==> src/rtl/ip_sel_ctrl.sv <==
// rtl/ip_sel_ctrl.sv - IP select pad synchronizer, debouncer and quiesce/reset/release sequencer
//
// Purpose: accepts the asynchronous ip_sel pad value once it has been stable for
// STABLE_CYC synchronized cycles. It then asks the current IP to quiesce, holds
// the IP in reset across the select change, and re-enables the output clock gate.
//
// Ports:
//   sys_clk_i     in   system clock
//   rst_n         in   asynchronous active-low reset
//   ip_sel_pad_i  in   raw pad select value (asynchronous)
//   ip_idle_i     in   current IP is quiescent
//   ip_quiesce_o  out  request the current IP to stop activity
//   ip_rst_n_o    out  active-low reset to the IP block
//   ip_sel_o      out  accepted selection driving the IP mux
//   clk_out_en_o  out  gate enable for sys_clk_o_pad
//   sel_change_o  out  one-cycle pulse when ip_sel_o updates
//   timeout_o     out  sticky quiesce-wait timeout flag
//
// Build option: define IP_SEL_TIMEOUT_EN to bound the QUIESCE wait by QUIESCE_TIMEOUT cycles.

module ip_sel_ctrl #(
    parameter int SEL_W           = 3,
    parameter int STABLE_CYC      = 16,
    parameter int RST_HOLD        = 8,
    parameter int QUIESCE_TIMEOUT = 256
) (
    input  logic             sys_clk_i,
    input  logic             rst_n,
    input  logic [SEL_W-1:0] ip_sel_pad_i,
    input  logic             ip_idle_i,
    output logic             ip_quiesce_o,
    output logic             ip_rst_n_o,
    output logic [SEL_W-1:0] ip_sel_o,
    output logic             clk_out_en_o,
    output logic             sel_change_o,
    output logic             timeout_o
);

    localparam int CNT_W  = (STABLE_CYC > 1) ? $clog2(STABLE_CYC) : 1;
    localparam int HOLD_W = (RST_HOLD > 1) ? $clog2(RST_HOLD) : 1;
    localparam logic [CNT_W-1:0]  CNT_MAX  = CNT_W'(STABLE_CYC - 1);
    localparam logic [HOLD_W-1:0] HOLD_MAX = HOLD_W'(RST_HOLD - 1);

    typedef enum logic [2:0] {
        ST_INIT    = 3'd0,
        ST_RUN     = 3'd1,
        ST_QUIESCE = 3'd2,
        ST_SWITCH  = 3'd3,
        ST_RELEASE = 3'd4
    } state_t;

    logic [SEL_W-1:0]  sync1_q, sync2_q, cand_q;
    logic [1:0]        sync_vld_q;
    logic              cand_vld_q;
    logic [CNT_W-1:0]  cnt_q;
    logic              stable;

    state_t            state_q, state_d;
    logic [SEL_W-1:0]  ip_sel_q, ip_sel_d;
    logic              sel_change_q, sel_change_d;
    logic              quiesce_q, quiesce_d;
    logic              ip_rst_n_q, ip_rst_n_d;
    logic              clk_en_q, clk_en_d;
    logic [HOLD_W-1:0] hold_cnt_q, hold_cnt_d;

    // Synchronizer and debouncer. sync_vld_q marks when sync2 holds a real pad
    // sample after reset, so the first candidate is loaded at the same edge as
    // for any later pad change and power-up timing matches a normal switch.
    always_ff @(posedge sys_clk_i or negedge rst_n) begin
        if (!rst_n) begin
            sync1_q    <= '0;
            sync2_q    <= '0;
            sync_vld_q <= '0;
            cand_q     <= '0;
            cand_vld_q <= 1'b0;
            cnt_q      <= '0;
        end else begin
            sync1_q    <= ip_sel_pad_i;
            sync2_q    <= sync1_q;
            sync_vld_q <= {sync_vld_q[0], 1'b1};
            if (sync_vld_q[1]) begin
                if (!cand_vld_q || (sync2_q != cand_q)) begin
                    cand_q     <= sync2_q;
                    cand_vld_q <= 1'b1;
                    cnt_q      <= '0;
                end else if (cnt_q != CNT_MAX) begin
                    cnt_q <= cnt_q + 1'b1;
                end
            end
        end
    end

    assign stable = cand_vld_q && (cnt_q == CNT_MAX);

`ifdef IP_SEL_TIMEOUT_EN
    localparam int TO_W = (QUIESCE_TIMEOUT > 1) ? $clog2(QUIESCE_TIMEOUT) : 1;
    localparam logic [TO_W-1:0] TO_MAX = TO_W'(QUIESCE_TIMEOUT - 1);
    logic [TO_W-1:0] to_cnt_q, to_cnt_d;
    logic            timeout_q, timeout_d;
`else
    logic unused_timeout_cfg;
    assign unused_timeout_cfg = (QUIESCE_TIMEOUT > 0);
`endif

    always_comb begin
        state_d      = state_q;
        ip_sel_d     = ip_sel_q;
        sel_change_d = 1'b0;
        hold_cnt_d   = '0;
`ifdef IP_SEL_TIMEOUT_EN
        to_cnt_d     = '0;
        timeout_d    = timeout_q;
`endif
        case (state_q)
            ST_INIT: begin
                if (stable) begin
                    ip_sel_d     = cand_q;
                    sel_change_d = 1'b1;
                    state_d      = ST_RELEASE;
                end
            end
            ST_RUN: begin
                if (stable && (cand_q != ip_sel_q)) state_d = ST_QUIESCE;
            end
            ST_QUIESCE: begin
                if (ip_idle_i) begin
                    state_d = ST_SWITCH;
`ifdef IP_SEL_TIMEOUT_EN
                end else if (to_cnt_q == TO_MAX) begin
                    state_d   = ST_SWITCH;
                    timeout_d = 1'b1;
`endif
                end else if (stable && (cand_q == ip_sel_q)) begin
                    state_d = ST_RUN;
                end else begin
`ifdef IP_SEL_TIMEOUT_EN
                    to_cnt_d = to_cnt_q + 1'b1;
`endif
                end
            end
            ST_SWITCH: begin
                // IP stays in reset until the pad value settles again.
                if (stable) begin
                    ip_sel_d     = cand_q;
                    sel_change_d = 1'b1;
                    state_d      = ST_RELEASE;
                end
            end
            ST_RELEASE: begin
                if (hold_cnt_q == HOLD_MAX) state_d = ST_RUN;
                else                        hold_cnt_d = hold_cnt_q + 1'b1;
            end
            default: state_d = ST_INIT;
        endcase

        // Outputs decoded from the next state so they register with it.
        quiesce_d  = 1'b0;
        ip_rst_n_d = 1'b0;
        clk_en_d   = 1'b0;
        case (state_d)
            ST_RUN: begin
                ip_rst_n_d = 1'b1;
                clk_en_d   = 1'b1;
            end
            ST_QUIESCE: begin
                quiesce_d  = 1'b1;
                ip_rst_n_d = 1'b1;
            end
            default: ;
        endcase
    end

    always_ff @(posedge sys_clk_i or negedge rst_n) begin
        if (!rst_n) begin
            state_q      <= ST_INIT;
            ip_sel_q     <= '0;
            sel_change_q <= 1'b0;
            quiesce_q    <= 1'b0;
            ip_rst_n_q   <= 1'b0;
            clk_en_q     <= 1'b0;
            hold_cnt_q   <= '0;
        end else begin
            state_q      <= state_d;
            ip_sel_q     <= ip_sel_d;
            sel_change_q <= sel_change_d;
            quiesce_q    <= quiesce_d;
            ip_rst_n_q   <= ip_rst_n_d;
            clk_en_q     <= clk_en_d;
            hold_cnt_q   <= hold_cnt_d;
        end
    end

`ifdef IP_SEL_TIMEOUT_EN
    always_ff @(posedge sys_clk_i or negedge rst_n) begin
        if (!rst_n) begin
            to_cnt_q  <= '0;
            timeout_q <= 1'b0;
        end else begin
            to_cnt_q  <= to_cnt_d;
            timeout_q <= timeout_d;
        end
    end
    assign timeout_o = timeout_q;
`else
    assign timeout_o = 1'b0;
`endif

    assign ip_quiesce_o = quiesce_q;
    assign ip_rst_n_o   = ip_rst_n_q;
    assign ip_sel_o     = ip_sel_q;
    assign clk_out_en_o = clk_en_q;
    assign sel_change_o = sel_change_q;

endmodule

==> config.mk <==
export PLATFORM = sky130hd
export DESIGN_NAME = ip_sel_ctrl
export DESIGN_NICKNAME = d
export VERILOG_FILES = /design/src/rtl/ip_sel_ctrl.sv
export SDC_FILE = /design/constraint.sdc
export NUM_CORES = 1
export LEC_CHECK = 0
export CAP_MARGIN = 5
export CORE_MARGIN = 2
export CORE_UTILIZATION = 48
export DETAILED_ROUTE_END_ITERATION = 16
export PLACE_DENSITY = 0.71
export SLEW_MARGIN = 25
export SYNTH_ARGS = -nofsm -noshare
export SYNTH_HDL_FRONTEND = slang
export SYNTH_SLANG_ARGS = --single-unit
export TNS_END_PERCENT = 5
==> constraint.sdc <==
create_clock -name sys_clk_i -period 1.8 [get_ports sys_clk_i]
set_input_delay 0.36 -clock sys_clk_i [delete_from_list [all_inputs] [get_ports sys_clk_i]]
set_output_delay 0.36 -clock sys_clk_i [all_outputs]
set_load 0.03 [all_outputs]
==> results of run 1 <==
-- logic make-up after synthesis --
logic type	count (synthesis)	synth area share, %
muxes	6	5.584
DFF	29	59.98
and+or+nand+nor	29	15.93
AOI/OAI and AO/OA	15	7.549
adders and majority gates	3	3.103
xor gates and xnor gates	7	5.067
buffers and inverters	6	2.171
other	2	0.6207
-- synth_stat cells (2+ instances only) --
cell / n
ha_1: 3
nand3b_1: 2
nor3b_1: 2
nand3_1: 2
mux2_2: 6
nand2b_1: 2
nor2_1: 3
inv_1: 4
o21ai_0: 5
and2b_1: 2
conb_1: 2
dfrtp_1: 29
nor2b_1: 2
nand4_1: 2
nand2_1: 5
xnor2_1: 6
a21oi_1: 5
-- through the flow --
stage                     area [um^2]  worst slack (ps)  power, uW  hold slack (ps)  util [%]
after floorplan                  1210             199.6      741.0            64.41         -
after global placement           1364             128.7      771.1            332.3     56.07
after detailed placement         1364             44.35      774.5            339.6     56.07
after CTS                        1434             13.44       1224            360.2     58.95
after global routing             1448             4.509       1266            374.7     59.52
final                            1448             108.8       1204            357.8     59.52
-- layout make-up --
class | instances | area share [%]
multi-input combinational | 62 | 32.07
tap | 30 | 2.593
clock buffer | 7 | 4.494
sequential | 29 | 50.13
clock inverter | 1 | 0.3457
timing repair buffer | 13 | 9.335
inverter | 4 | 1.037
-- power groups by stage --
stage | clock (uW) | sequential [uW] | combinational (uW)
6_report | 444 | 690 | 69.8
5_1_grt | 493 | 693 | 80.7
4_1_cts | 462 | 690 | 71.7
3_3_place_gp | 0 | 701 | 69.7
2_1_floorplan | 0 | 696 | 45.1
3_5_place_dp | 0 | 704 | 71.0
-- metal layers --
metal / part of all wire (%) / routed length [um] / vias to the layer above / track usage [%]
met5: 0 / 0 / - / 0
met4: 2.7 / 49 / 0 / 8.750
met3: 5.8 / 106 / 7 / 8.611
met2: 46 / 839 / 18 / 23.29
met1: 46 / 835 / 379 / 20.25
li1: - / - / 371 / -
-- what timing repair did --
item,in CTS,in global routing
setup buffers,0,0
gates resized for setup,0,4
endpoints found under the setup margin,0,7
-- worst paths after layout --
path                                  to  slack [ps]  cells past startpoint
max in group asynchronous     sync1_q[2]        1120                      2
max reg2reg                  ip_sel_o[2]         140                      4
max                         sel_change_o         110                      1
min in group asynchronous  sync_vld_q[0]         400                      2
min                           sync2_q[1]         360                      0
min reg2reg                   sync2_q[1]         360                      0
-- flip-flops by register name (all words and copies together), names as in the netlist --
| register | flops |
|---|---|
| sync2_q | 3 |
| cand_q | 3 |
| clk_out_en_o | 1 |
| cnt_q | 4 |
| ip_sel_o | 3 |
| sync1_q | 3 |
| cand_vld_q | 1 |
| hold_cnt_q | 3 |
| sel_change_o | 1 |
| ip_quiesce_o | 1 |
| state_q | 3 |
| ip_rst_n_o | 1 |
| sync_vld_q | 2 |
==> results.yml, run 1 <==
status:
  status: "finished clean"
power:
  power_frac_comb_pct: 5.8
  p_seq_share_pct: 57.3
  peakVddDrop_uv: 726.6
  p_sw_share_pct: 22.51
  p_int_uw: 932.9
  p_sw_uw: 271.0
  p_clk_share_pct: 36.9
  p_leak_uw: 0.0006914
  power-per-cell-area_nw_per_um2: 831.6
floorplan:
  rows: 18
  coreArea_um2: 2432
  dieArea_um2: 2938
  initial_core_util_pct: 49.74
  die_w_um: 54.21
  die_h_um: 54.21
  ios: 14
timing:
  rsz0062_at_grt: "false"
  hold_viol: 0
  skew_ps: 8.239
  fin_crit_ps: 1691
  fmax_mhz: 591.3
  period_share_pct: 93.96
  setup_viol: 0
  setup-tns-final_ps: 0
  slew_violations: 0
clock_tree:
  clkSinkCount: 29
  insertion_delay_ps: 320
  cts_buffers: 5
  clockRootBuffer: "clkbuf_4"
  ctsHoldBuffers: 0
  h-tree-depth: 2
  clockBufferDepth: 2
  cts_tree: "built"
  clkTransAtPathRegs_ps: 80
worst_setup_path:
  crit_slowest_cell: "clkdlybuf4s50_1"
  path_max_fanout: 1
  critical_path.top_delay_family: "buffers and inverters"
  crit_buf_inv: 1
  crit_path_end_kind: "output pin"
  startpoint: "sel_change_o"
  path_class: "reg -> out"
  startpoint_type: "flop"
  slowest_delay_ps: 670
  critPathArrivalTime_ps: 1330
  r2r_start: "cnt_q[0]"
  path_cells: "clkdlybuf4s50_1"
  crit_required_ps: 1440
place:
  place_hpwl_mm: 1.275
  place_inst: 138
  numPortBuffers: 12
  gp_congestion: 0.8124
layout:
  mostFrequentLayoutCells: "dfrtp_1, clkdlybuf4s50_1, xnor2_1, mux2_2"
  fill_cells: 211
  multi_input_area_um2: 464.2
  layout.nets: 124
  drive_gt1_share_pct: 17.24
  seqCellArea_um2: 725.7
  area_growth_pct: 19.65
  final_cells: 146
  layout_commonest_cell: "dfrtp_1"
  n_antenna_cell: 0
global_routing:
  grt_max_degree: 30
  track_usage_pct: 16.48
  grt_pass1_vias: 747
  antenna_found_initial: 0
  grt_pass1_wl_mm: 3.270
  grt-ovfl-total: 0
route:
  vias_per_cell: 5.308
  drt_iter0_drc: 5
  wl_per_cell_um: 12.54
  vias: 775
  route.final.wire_length_mm: 1.831
  antenna_left: 0
  drc: 0
  first_pass_iters: 4
min_path:
  min_from: "sync1_q[1]"
  holdCritPathClass: "reg -> reg"
logic_synthesis:
  yosysUniqueCellTypes: 32
  yosys.area.top_type: "dfrtp_1"
  yosysTopAreaCellShare_pct: 59.98
  synthFlopType: "dfrtp_1"
  avgSynthCellArea_um2: 12.47
  async_flop_share_pct: 100.0
  syn_inst: 97
  ys_seq_area_share_pct: 59.98
  syn_area_um2: 1210
  synth_warnings: 0
  synth_edf_count: 0
  synth_nets: 106
  synth-seq-cells: 29
  synthTopCellsByArea: "dfrtp_1, mux2_2, xnor2_1"
run:
  cap_violations: 0
(Power assumes the default switching activity.)
==> inputs of run 2 (changes only) <==
- SKIP_CTS_REPAIR_TIMING: unset -> 1
==> results of run 2 <==
Same layout as run 1: the final DEF is identical, and so are final timing and power.
==> inputs of run 3 (changes only) <==
- CTS_BUF_LIST: unset -> sky130_fd_sc_hd__clkbuf_8
==> run 3 against run 2 <==
Effect of this change: non-clock buffer count is the same; final cell count is the same; via count decreased by 0.39%; largest cell class unchanged; sequential share of layout area shrank 0.81 points; design area increased by 1.6%; first-iteration DRC count is the same; clock skew fell by 3.1 ps; die area did not move.
==> results.yml, run 3 (synthesis gave the netlist of run 1 again) <==
route:
  vias_per_cell: 5.288
  wl_per_cell_um: 13.58
  drt_iter0_drc: 5
  first_pass_iters: 4
  route.final.wire_length_mm: 1.983
  drc: 0
  antenna_left: 0
  vias: 772
global_routing:
  grt_max_degree: 30
  grt_pass1_wl_mm: 3.436
  grt_pass1_vias: 771
  antenna_found_initial: 0
  track_usage_pct: 17.54
  grt-ovfl-total: 0
place:
  numPortBuffers: 12
  gp_congestion: 0.8124
  place_hpwl_mm: 1.275
run:
  cap_violations: 0
worst_setup_path:
  startpoint_type: "flop"
  r2r_cells: 4
  path_max_fanout: 3
  path_class: "reg -> out"
  crit_slowest_cell: "clkdlybuf4s50_1"
  path_cells: "clkdlybuf4s50_1"
  critical_path.top_delay_family: "buffers and inverters"
  worst-path-stages: 1
  critPathArrivalTime_ps: 1380
  crit_buf_inv: 1
  crit_required_ps: 1440
  slowest_delay_ps: 700
  crit_path_end_kind: "output pin"
floorplan:
  ios: 14
  initial_core_util_pct: 49.74
  dieArea_um2: 2938
  die_h_um: 54.21
  die_w_um: 54.21
  rows: 18
  coreArea_um2: 2432
status:
  status: "finished clean"
power:
  power_frac_comb_pct: 5.2
  power-per-cell-area_nw_per_um2: 913.3
  p_sw_uw: 290.9
  p_leak_uw: 0.0006481
  p_seq_share_pct: 51.5
  peakVddDrop_uv: 701.4
  p_clk_share_pct: 43.3
  p_int_uw: 1053
  p_sw_share_pct: 21.64
layout:
  layout.nets: 124
  largest_register_ffs: 4
  n_antenna_cell: 0
  top_register: "cnt_q"
  layout_commonest_cell: "dfrtp_1"
  area_growth_pct: 21.61
  mostFrequentLayoutCells: "dfrtp_1, clkdlybuf4s50_1, clkbuf_8"
  drive_gt1_share_pct: 17.24
timing:
  setup_viol: 0
  period_share_pct: 96.52
  slew_violations: 0
  rsz0062_at_grt: "false"
  hold_viol: 0
  whs_ps: 350.7
  fmax_mhz: 575.6
  setup-tns-final_ps: 0
  skew_ps: 5.118
  fin_crit_ps: 1737
clock_tree:
  cts_tree: "built"
  h-tree-depth: 2
  clockBufferDepth: 2
  clockRootBuffer: "clkbuf_8"
  clkTransAtPathRegs_ps: 60
  insertion_delay_ps: 280
  clkSinkCount: 29
  cts_buffers: 5
min_path:
  holdCritPathClass: "reg -> reg"
  hold_path_depth: 0
## run 3: cell count changes in the layout (fill, tap and decap cells not counted), sizes merged
cell / previous run / this run
clkdlybuf4s50: 9 / 12
dlymetal6s2s: 3 / 0
## run 3: power groups by stage
stage	Sequential [uW]	Clock, uW	Combinational [uW]
floorplan	696	0	45.1
CTS	692	600	72.3
finish	692	582	70.3
detailed placement	704	0	71.0
global placement	701	0	69.7
global route	694	624	81.9
## run 3: worst register-to-register path, cell delays in order (launching register included)
cell and delay (ps):
dfrtp_1 390, ha_1 240, nand4_2 210, nor4_4 340, mux2_2 390
## run 3: worst paths after layout
path	startpoint	endpoint	slack (ps)
worst min register to register	sync_vld_q[0]	sync_vld_q[1]	350
worst max-delay path	ip_sel_o[1]	ip_sel_o[1]	60
worst min-delay path	sync_vld_q[0]	sync_vld_q[1]	350
max in group asynchronous	rst_n	sync2_q[0]	1080
min in group asynchronous	rst_n	sync_vld_q[0]	460
worst max register to register	cnt_q[0]	ip_sel_o[2]	110
## run 3: layer usage
metal	GRT usage, %	vias to the layer above	part of all wire (%)
met5	0	-	0
met3	7.778	6	4.9
li1	-	368	-
met1	20.61	382	46
met4	11.25	0	3.3
met2	25.90	16	46
## run 3: area by class of cell
cell class	count	area, um^2
clock inverter	1	5.005
sequential	29	725.7
tap	30	37.54
multi-input combinational	62	464.2
inverter	4	15.01
clock buffer	7	96.34
timing repair buffer	13	127.6
fill	213	960.9
## run 3: through the flow
step                      power, uW  cell area (um^2)  utilization (%)  setup WS, ps  cells
after floorplan               741.0              1210                -         199.6     97
after global placement        771.1              1364            56.07         128.7    138
after detailed placement      774.5              1364            56.07         44.35    138
after CTS                      1364              1465            60.24         15.93    146
after global routing           1400              1471            60.49         3.358    146
final                          1344              1471            60.49         62.56    146
